===== config.mk =====
export PLATFORM = sky130hd
export DESIGN_NAME = dly_oneshot_macro
export DESIGN_NICKNAME = d
export VERILOG_FILES = /design/src/rtl/slg46620_cnt0_pkg.sv /design/src/rtl/edge_sel_detect.sv /design/src/rtl/dly_oneshot_macro.sv
export SDC_FILE = /design/constraint.sdc
export NUM_CORES = 1
export LEC_CHECK = 0
export ABC_CLOCK_PERIOD_IN_PS = 5400
export CAP_MARGIN = 20
export CORE_MARGIN = 3
export CORE_UTILIZATION = 50
export CTS_CLUSTER_DIAMETER = 100
export DETAILED_ROUTE_END_ITERATION = 10
export PLACE_DENSITY = 0.8
export SYNTH_ARGS = -nofsm -noshare
export SYNTH_HDL_FRONTEND = slang
export SYNTH_SLANG_ARGS = --single-unit

===== constraint.sdc =====
create_clock -name i_clk -period 5.4 [get_ports i_clk]
set_input_delay 0.81 -clock i_clk [delete_from_list [all_inputs] [get_ports i_clk]]
set_output_delay 0.81 -clock i_clk [all_outputs]
set_load 0.005 [all_outputs]

===== src/rtl/slg46620_cnt0_pkg.sv =====
// Shared types for the SLG46620 CNT0 counter/delay macrocell model:
// edge qualification, function select and delay/one-shot FSM state.
package slg46620_cnt0_pkg;

   typedef enum logic [1:0] {
      Rising_Edge  = 2'd0,
      Falling_Edge = 2'd1,
      Both_Edge    = 2'd2
   } edge_sel_e;

   typedef enum logic [1:0] {
      Delay       = 2'd0,
      One_Shot    = 2'd1,
      Edge_Detect = 2'd2
   } func_sel_e;

   typedef enum logic {
      IDLE = 1'b0,
      RUN  = 1'b1
   } state_e;

   // The reserved function code falls back to Delay.
   function automatic func_sel_e decode_func(input logic [1:0] code);
      case (code)
         2'd1:    return One_Shot;
         2'd2:    return Edge_Detect;
         default: return Delay;
      endcase
   endfunction

endpackage


===== src/rtl/edge_sel_detect.sv =====
// Input register plus rise/fall detection and edge qualification for the
// selected edge mode.
module edge_sel_detect
   import slg46620_cnt0_pkg::*;
(
   input  logic       i_clk,
   input  logic       i_reset_n,
   input  logic       i_in,
   input  logic [1:0] i_edge_sel,
   output logic       o_rise,
   output logic       o_fall,
   output logic       o_q
);

   logic r_in;

   always_ff @(posedge i_clk) begin
      if (!i_reset_n) r_in <= 1'b0;
      else            r_in <= i_in;
   end

   assign o_rise = i_in & ~r_in;
   assign o_fall = ~i_in & r_in;

   // The unused edge code qualifies both edges.
   always_comb begin
      o_q = o_rise | o_fall;
      case (i_edge_sel)
         Rising_Edge:  o_q = o_rise;
         Falling_Edge: o_q = o_fall;
         default:      o_q = o_rise | o_fall;
      endcase
   end

endmodule


===== src/rtl/dly_oneshot_macro.sv =====
// Delay / one-shot / edge-detect macrocell function with a saturating
// counter and a two-state FSM.
module dly_oneshot_macro
   import slg46620_cnt0_pkg::*;
#(
   parameter int BIT_WIDTH = 14
) (
   input  logic                 i_clk,
   input  logic                 i_reset_n,
   input  logic [BIT_WIDTH-1:0] i_data_from_register,
   input  logic [1:0]           i_edge_reset_mode_select,
   input  logic [1:0]           i_function_select,
   input  logic                 i_in,
   output logic                 o_out,
   output logic                 o_busy,
   output logic [BIT_WIDTH-1:0] o_count
);

   state_e               state;
   logic [BIT_WIDTH-1:0] cnt;
   logic                 target;
   logic                 out_q;
   logic [1:0]           fsel_q;
   logic [1:0]           esel_q;
   logic                 rise, fall, q;
   logic                 cfg_chg;
   logic                 at_end;
   func_sel_e            mode;

   edge_sel_detect u_edge (
      .i_clk      (i_clk),
      .i_reset_n  (i_reset_n),
      .i_in       (i_in),
      .i_edge_sel (i_edge_reset_mode_select),
      .o_rise     (rise),
      .o_fall     (fall),
      .o_q        (q)
   );

   assign mode    = decode_func(i_function_select);
   assign cfg_chg = (fsel_q != i_function_select) || (esel_q != i_edge_reset_mode_select);
   // Compare with >= so a shrinking D mid-run still terminates instead of wrapping.
   assign at_end  = (cnt >= i_data_from_register);

   always_ff @(posedge i_clk) begin
      if (!i_reset_n) begin
         state  <= IDLE;
         cnt    <= '0;
         target <= 1'b0;
         out_q  <= 1'b0;
         fsel_q <= i_function_select;
         esel_q <= i_edge_reset_mode_select;
      end else begin
         fsel_q <= i_function_select;
         esel_q <= i_edge_reset_mode_select;
         if (cfg_chg) begin
            state <= IDLE;
            cnt   <= '0;
            out_q <= (mode == Delay) ? i_in : 1'b0;
         end else begin
            case (state)
               IDLE: begin
                  if (mode == Delay) begin
                     if (q && (i_data_from_register != '0)) begin
                        target <= i_in;
                        cnt    <= BIT_WIDTH'(1);
                        state  <= RUN;
                     end else if (rise | fall) begin
                        // o_out already equals r_in here; only a transition moves it.
                        out_q <= i_in;
                     end
                  end else if (q) begin
                     out_q <= 1'b1;
                     cnt   <= '0;
                     state <= RUN;
                  end
               end
               RUN: begin
                  if (mode == Delay) begin
                     if (i_in != target) begin
                        state <= IDLE;
                        cnt   <= '0;
                     end else if (at_end) begin
                        out_q <= target;
                        state <= IDLE;
                        cnt   <= '0;
                     end else begin
                        cnt <= cnt + 1'b1;
                     end
                  end else if ((mode == Edge_Detect) && q) begin
                     cnt <= '0;
                  end else if (at_end) begin
                     out_q <= 1'b0;
                     state <= IDLE;
                     cnt   <= '0;
                  end else begin
                     cnt <= cnt + 1'b1;
                  end
               end
               default: state <= IDLE;
            endcase
         end
      end
   end

   assign o_out   = out_q;
   assign o_busy  = (state == RUN);
   assign o_count = cnt;

endmodule


Word-level counts from Yosys, hierarchy flattened
Index checks and enable logic that the tools add are counted.
{"block": "totals", "register_bits": 22, "input_bits": 21, "out_inout_bits": 16}
{"block": "classes", "eq_ne": 15, "n_lt_le_gt_ge": 1, "addsub": 1, "mux": 30, "n_bitwise": 8, "reduce_logical": 10}
{"op": "$mux 14", "n": 7}
{"op": "$pmux 14 s2", "n": 1}
{"op": "$ne 4x4->1 const B", "n": 5}
{"op": "$mux 1", "n": 18}
{"op": "$add 14x1->14 const B", "n": 1}
{"op": "$ge 14x14->1", "n": 1}
{"op": "$reduce_bool 14->1", "n": 1}
{"op": "$ne 3x3->1 const B", "n": 2}
{"op": "$pmux 1 s2", "n": 3}
{"op": "$reduce_and 6->1", "n": 1}
{"op": "$not 1->1", "n": 5}
{"op": "$eq 2x1->1 const B", "n": 2}
{"op": "$eq 2x2->1 const B", "n": 2}
{"op": "$logic_not 2->1", "n": 2}
{"op": "$ne 2x2->1", "n": 2}
{"op": "$pmux 2 s2", "n": 1}
{"op": "$reduce_and 4->1", "n": 1}
{"op": "$ne 3x1->1 const B", "n": 1}
{"op": "$and 1x1->1", "n": 2}
{"op": "$logic_and 1x1->1", "n": 2}
{"op": "$reduce_and 2->1", "n": 1}
{"op": "$reduce_or 2->1", "n": 1}
{"op": "$logic_or 1x1->1", "n": 1}
{"op": "$ne 1x1->1", "n": 1}
{"op": "$or 1x1->1", "n": 1}

Longest topological paths before layout
Gate-level depths: netlist of run 1.
{"block": "logic_depth", "depth_word": 9, "depth_mapped": 9}

Cells and area by module
Synthesis of run 1 repeated with hierarchy kept, for this count alone.
{"block": "unflattened", "hier_cells": 199, "hier_area_um2": 1615.3}
{"mod": "dly_oneshot_macro", "instances": 1, "cells_per_inst": 191, "area_each_um2": 1536.5}
{"mod": "edge_sel_detect", "instances": 1, "cells_per_inst": 8, "area_each_um2": 78.8}

Worst setup path after synthesis of run 1
Ideal clock, no wire load.
{"block": "synth_timing", "path_type": "input-to-reg", "startpoint": "in i_data_from_register[5]", "endpoint": "reg cnt[9], in the netlist o_count[9]", "arrival_time_ps": 2311, "setup_time_ps": 120, "path_stages": 8, "setup_slack_ps": 2969, "n_path_buf": 1, "required_ps": 5280, "path_cell_list": "inv_1 > ha_1 > nand4_1 > o221a_2 > o2111ai_4 > buf_6 > nor2_1 > a211o_1"}
{"block": "synth_via", "elab_chain_cells": 5, "word_cells_on_any_way": 10, "cone_classes": "1 x order compare; 1 x eq/ne; 5 x mux; 3 x reduce/logical"}
{"item": "from (decl)", "line": "dly_oneshot_macro.sv:10", "text": "input logic [BIT_WIDTH-1:0] i_data_from_register,"}
{"item": "$ge 14x14->1", "line": "dly_oneshot_macro.sv:43", "text": "assign at_end = (cnt >= i_data_from_register);"}
{"item": "$mux 14", "line": "dly_oneshot_macro.sv:83, dly_oneshot_macro.sv:92"}
{"item": "$mux 14 (on tied branches)", "line": "dly_oneshot_macro.sv:90, dly_oneshot_macro.sv:80"}
{"item": "$mux 14", "line": "dly_oneshot_macro.sv:79", "text": "if (mode == Delay) begin"}
{"item": "$pmux 14 s2", "line": "dly_oneshot_macro.sv:61", "text": "case (state)"}
{"item": "to (signal assigned)", "line": "dly_oneshot_macro.sv:88", "text": "cnt <= cnt + 1'b1;"}
{"item": "to (signal assigned)", "line": "dly_oneshot_macro.sv:97", "text": "cnt <= cnt + 1'b1;"}
{"item": "to (decl)", "line": "dly_oneshot_macro.sv:20", "text": "logic [BIT_WIDTH-1:0] cnt;"}
Several ways; a longest one is shown, not always the timed one.
A chain may end at the register's enable or synchronous reset.

Worst setup path in the final report of run 1
{"block": "layout_timing", "startpoint": "in i_in", "endpoint": "reg cnt[4], in the netlist o_count[4]"}
{"block": "layout_via", "elab_chain_cells": 8, "word_cells_on_any_way": 15, "cone_classes": "3 x eq/ne; 5 x mux; 4 x bitwise; 3 x reduce/logical"}
{"item": "from (decl)", "line": "dly_oneshot_macro.sv:13", "text": "input logic i_in,"}
{"item": "$not 1->1", "line": "edge_sel_detect.sv:23", "text": "assign o_fall = ~i_in & r_in;"}
{"item": "$and 1x1->1", "line": "edge_sel_detect.sv:23"}
{"item": "$or 1x1->1"}
{"item": "$pmux 1 s2", "line": "edge_sel_detect.sv:28", "text": "case (i_edge_sel)"}
{"item": "$logic_and 1x1->1", "line": "dly_oneshot_macro.sv:90", "text": "end else if ((mode == Edge_Detect) && q) begin"}
{"item": "$mux 14", "line": "dly_oneshot_macro.sv:90"}
{"item": "$mux 14", "line": "dly_oneshot_macro.sv:79"}
{"item": "$pmux 14 s2", "line": "dly_oneshot_macro.sv:61"}
Several ways; a longest one is shown, not always the timed one.

==> results.toml, run 1 <==
[timing]
fin_crit_ns = 2.90
rsz0062_at_grt = "no"
tns_ns = 0
period_share_pct = 53.6
skew_ns = 0.0152
setup_viol = 0
final_hold_viol_count = 0
max_slew.worst_pin.slew_ns = 0.818
slew_viol_final = 0
relSlewSlack_pct = 45.2
fmax_mhz = 345

[synthesis]
ys_ff_latch = 22
synth_top_area_share_pct = 27.5
syn_inst = 193
ys.warnings.count = 0
synth_edf_count = 0
yosysTopAreaCell = "dfxtp_1"
ys_dominant_reg_cell = "dfxtp_1"
async_flop_share_pct = 0
yosys.cell_types.count = 40
syn_nets = 232
synth.area.top_cells = "dfxtp_1 (27%), ha_1 (14%), inv_1 (4.9%)"
syn-cell-area_mm2 = 0.00160
ys_seq_area_share_pct = 27.5
synth.avg_cell_area_um2 = 8.30

[cts]
h-tree-depth = 1
path_clk_slew_ns = 0.11
cts.sinks = 22
cts_buffers = 3
clock_latency_ns = 0.31
cts-root-buf = "clkbuf_4"
hold_buffers = 0
post-cts-setup-buffer-count = 0
cts_tree = "built"
cts.path.max_buffers = 2
cts-resized-gates = 0

[setup_path]
worstSetupEndpointType = "flop"
crit_type = "input pin to flop"
worstPathArrival_ns = 3.12
worstRegToRegCells = 7
crit_required_ns = 5.63
regToRegSetupSlack_ns = 3.05
startpoint_type = "input pin"
crit_fanout = 12

[floorplan]
die_h_um = 62.6
rows = 19
die_w_um = 62.6
core_mm2 = 0.00290
io_pins = 37
dieArea_mm2 = 0.00392
floorplan.initialDensity_pct = 55.3

[grt]
grt_pass1_wl_mm = 6.35
antenna_found_initial = 0
grt_pass1_vias = 1485
track_usage_pct = 19.3
grt_max_degree = 20
overflow = 0

[pwr]
total_leakage_power_nw = 0.879
p_total_w = 0.000350
ir_drop_mv = 0.140
p_per_area_mw_per_mm2 = 171

[final_layout]
nets = 270
final_common_cell = "clkdlybuf4s50_1"
drive_above_1_share_pct = 6.09
areaGrowthSynthToFinish_pct = 27.8
post-route-util_pct = 70.6
num_antenna_cells = 0
fill_cells = 264
final_cell_mix = "clkdlybuf4s50_1 (36), dfxtp_1 (22), inv_1 (21)"

[drt]
post_drt_wl_per_cell_um = 14.1
first_pass_iters = 5
ant_nets = 0
wirelength_mm = 3.83
vias = 1602
via_per_inst = 5.89
first_iter_violations = 74
remaining_drc_errors = 0

[hold_path]
hp-class = "flop to flop"
hold_path_depth = 2

[flow_run]
drv_cap = 0

[status]
status = "finished, final reports clean"

[placement]
io_buffers = 36
gp_congestion = 0.862
hpwl_mm = 2.97
==> final timing paths <==
| check | endpoint | from |
|---|---|---|
| max reg2reg | o_count[6] | o_count[9] |
| max | o_count[4] | i_in |
| min | o_out | o_out |
| min reg2reg | o_out | o_out |
==> logic make-up (layout without fill, tap and decap cells) <==
| kind of cell | Yosys count | in the layout | share of synthesized area, % |
|---|---|---|---|
| adders and majority gates | 18 | 18 | 14.1 |
| muxes | 2 | 2 | 1.56 |
| AOI/OAI and AO/OA | 51 | 51 | 23.2 |
| DFF | 22 | 22 | 27.5 |
| xor gates and xnor gates | 6 | 6 | 3.28 |
| and+or+nand+nor | 70 | 70 | 24.3 |
| buffers and inverters | 24 | 61 | 6.17 |
==> worst max-delay path, cell delays in order <==
cell	delay, ns
clkdlybuf4s50_1	0.53
inv_1	0.09
ha_1	0.21
mux2_4	0.28
o21a_1	0.22
o21a_1	0.15
nor3_2	0.63
nand2_1	0.10
o21ai_0	0.11
==> synthesized netlist by cell type, types with 2 or more instances <==
master / n
o21ai_0: 8
or3_1: 3
nor3b_1: 3
nand2_1: 19
nor4_1: 5
inv_1: 21
nor2_1: 10
nand4_1: 6
ha_1: 18
a211oi_1: 2
a21o_1: 4
nand3_1: 9
xor2_1: 6
nor4b_1: 2
nor3_2: 3
a21oi_1: 15
o21a_1: 5
dfxtp_1: 22
nor3_1: 5
a211o_1: 7
==> cell type report <==
| cell class | instances | area, um2 | area share [%] |
|---|---|---|---|
| clock inverter | 1 | 30.0 | 1.47 |
| clock buffer | 3 | 22.5 | 1.10 |
| tap | 42 | 52.6 | 2.57 |
| multi-input combinational | 147 | 1060 | 51.9 |
| inverter | 21 | 78.8 | 3.85 |
| timing repair buffer | 36 | 360 | 17.6 |
| sequential | 22 | 440 | 21.5 |
==> routing by layer <==
layer,global-route usage (%),vias to the layer above,part of all wire (%),routed length [um]
met4,6.89,0,1.1,42
met1,22.1,750,43,1650
met5,0,-,0,0
met2,35.2,54,49,1890
li1,-,792,-,-
met3,3.96,6,6.6,253
==> power breakdown <==
group | switching, W | internal (W) | leakage [nW] | total, W
Clock | 0.0000514 | 0.0000751 | 0.0279 | 0.000126
Combinational | 0.0000285 | 0.0000283 | 0.671 | 0.0000568
Sequential | 0.00000186 | 0.000165 | 0.179 | 0.000167
==> flip-flops by register name (all words and copies together), names as in the netlist <==
signal and count:
o_busy 1, esel_q 2, u_edge.r_in 1, target 1
o_count 14, fsel_q 2, o_out 1
==> per-stage QoR <==
step                cell area (um2)  cells  worst slack [ns]  hold slack (ns)
global route                   2050    272              2.34            0.507
finish                         2050    272              2.50            0.471
global placement               2000    268              2.27            0.455
detailed placement             2000    268              2.18            0.459
floorplan                      1600    193              2.97            0.451
CTS                            2050    272              2.51            0.480
No activity file was read; power rests on OpenSTA's default activity.
==> inputs of run 2 (changes only) <==
Settings changed: ABC_CLOCK_PERIOD_IN_PS 5400 to 2700.
Clock period 5.4 ns to 2.7 ns, I/O delays scaled along.
==> run 2 against run 1 <==
  * Combinational power increased by 130%
  * Largest power group unchanged
  * Core utilization grew 2.6 points
  * Worst hold slack improved by 0.0080 ns
  * Design area increased by 3.7%
  * First-iteration DRC count is 35% lower
  * Final cell count rose by 3.7%
  * Global-route usage up 1.0 points
==> results.toml, run 2 (synthesized netlist as in run 1, its figures left out) <==
[status]
status = "finished, final reports clean"

[timing]
relSlewSlack_pct = 66.9
fmax_mhz = 411
whs_ns = 0.479
max_slew.worst_pin.slew_ns = 0.496
period_share_pct = 90.1
rsz0062_at_grt = "no"
slew_viol_final = 0
fin_crit_ns = 2.43
final_hold_viol_count = 0
setup_viol = 0
skew_ns = 0.00287

[pwr]
p_int_w = 0.000548
combPwrFrac_pct = 18.1
power_frac_seq_pct = 46.8
clkPwrFrac_pct = 35.1
total_leakage_power_nw = 0.927
p_total_w = 0.000714
p_per_area_mw_per_mm2 = 336
ir_drop_mv = 0.273
power.switching_w = 0.000166
swShare_pct = 23.2

[grt]
grt_pass1_vias = 1644
grt_pass1_wl_mm = 6.74
track_usage_pct = 20.3
antenna_found_initial = 0
grt_max_degree = 18
overflow = 0

[final_layout]
areaGrowthSynthToFinish_pct = 32.5
fin_area_mm2 = 0.00212
largest_reg_flops = 14
drive_above_1_share_pct = 10.0
nets = 280
final_cell_mix = "clkdlybuf4s50_1 (36), dfxtp_1 (22), inv_1 (21)"
num_antenna_cells = 0
final_common_cell = "clkdlybuf4s50_1"

[setup_path]
worstSetupEndpointType = "flop"
crit_cells = 9
critPathMaxStageDelay_ns = 0.51
crit_required_ns = 2.96
path_buf_inv = 2
startpoint_type = "input pin"
worstRegToRegCells = 8
crit_fanout = 17
cp_slowest_cell = "clkdlybuf4s50_1"
crit_type = "input pin to flop"
crit_family = "compound AO/OA/AOI/OAI gates"
worstPathCellList = "clkdlybuf4s50_1, inv_1, ha_1, mux2_4, o2111ai_2, and3_4, o2111ai_4, nor4_1, a211o_1"
worstPathArrival_ns = 2.70

[floorplan]
die_h_um = 62.6
die_w_um = 62.6
core_mm2 = 0.00290
rows = 19
dieArea_mm2 = 0.00392
floorplan.initialDensity_pct = 55.3
io_pins = 37

[cts]
cts-root-buf = "clkbuf_4"
hold_buffers = 0
post-cts-setup-buffer-count = 0
path_clk_slew_ns = 0.12
cts-resized-gates = 0
h-tree-depth = 1
clock_latency_ns = 0.31
cts.sinks = 22
cts_buffers = 3
cts_tree = "built"
cts.path.max_buffers = 2

[placement]
hpwl_mm = 3.22
gp_congestion = 0.904
io_buffers = 36
place_area_mm2 = 0.00207

[drt]
first_iter_violations = 48
via_per_inst = 5.71
remaining_drc_errors = 0
wirelength_mm = 4.02
post_drt_wl_per_cell_um = 14.3
ant_nets = 0
first_pass_iters = 3
vias = 1609

[hold_path]
hold_path_depth = 2
hp-class = "flop to flop"

[flow_run]
drv_cap = 0
-- run 2: cell count changes in the layout (fill, tap and decap cells not counted) --
| cell | delta |
|---|---|
| buf_4 | +10 |
-- run 2: power groups by stage --
stage / Clock, W / Sequential, W / Combinational (W)
floorplan: 0 / 0.000340 / 0.0000609
global placement: 0 / 0.000341 / 0.000123
detailed placement: 0 / 0.000341 / 0.000127
CTS: 0.000256 / 0.000334 / 0.000129
global route: 0.000282 / 0.000335 / 0.000140
finish: 0.000251 / 0.000334 / 0.000129
-- run 2: per-layer routing --
metal / global-route usage, % / routed length, um / part of all wire [%] / vias to the layer above
met5: 0 / 0 / 0 / -
met4: 5.51 / 18 / 0.45 / 0
met3: 3.60 / 186 / 4.6 / 2
met2: 40.1 / 2120 / 53 / 38
met1: 21.8 / 1690 / 42 / 763
li1: - / - / - / 806
-- run 2: worst min-delay path, delay by kind of cell (launching register included) --
kind	cells	cell delay, ns
mux	1	0.06
simple gates	1	0.06
flops	1	0.33
-- run 2: cell type report --
class / count / area (um2)
clock inverter: 1 / 30.0
tap: 42 / 52.6
timing repair buffer: 46 / 435
multi-input combinational: 147 / 1060
fill: 245 / 777
sequential: 22 / 440
clock buffer: 3 / 22.5
inverter: 21 / 78.8
-- run 2: per-stage QoR --
stage               util [%]  setup slack [ns]  instances  setup TNS, ns
finish                  73.2             0.268        282              0
global route            73.2             0.134        282              0
global placement        71.4            0.0528        278              0
floorplan                  -             0.674        193              0
CTS                     73.2             0.254        282              0
detailed placement      71.4           -0.0728        278         -0.417
-- run 2: worst paths after layout --
kind	from	endpoint	slack, ns
setup reg to reg	o_count[9]	o_count[6]	0.44
hold reg to reg	o_out	o_out	0.48
hold / removal	o_out	o_out	0.48
setup / recovery	i_in	o_count[6]	0.27
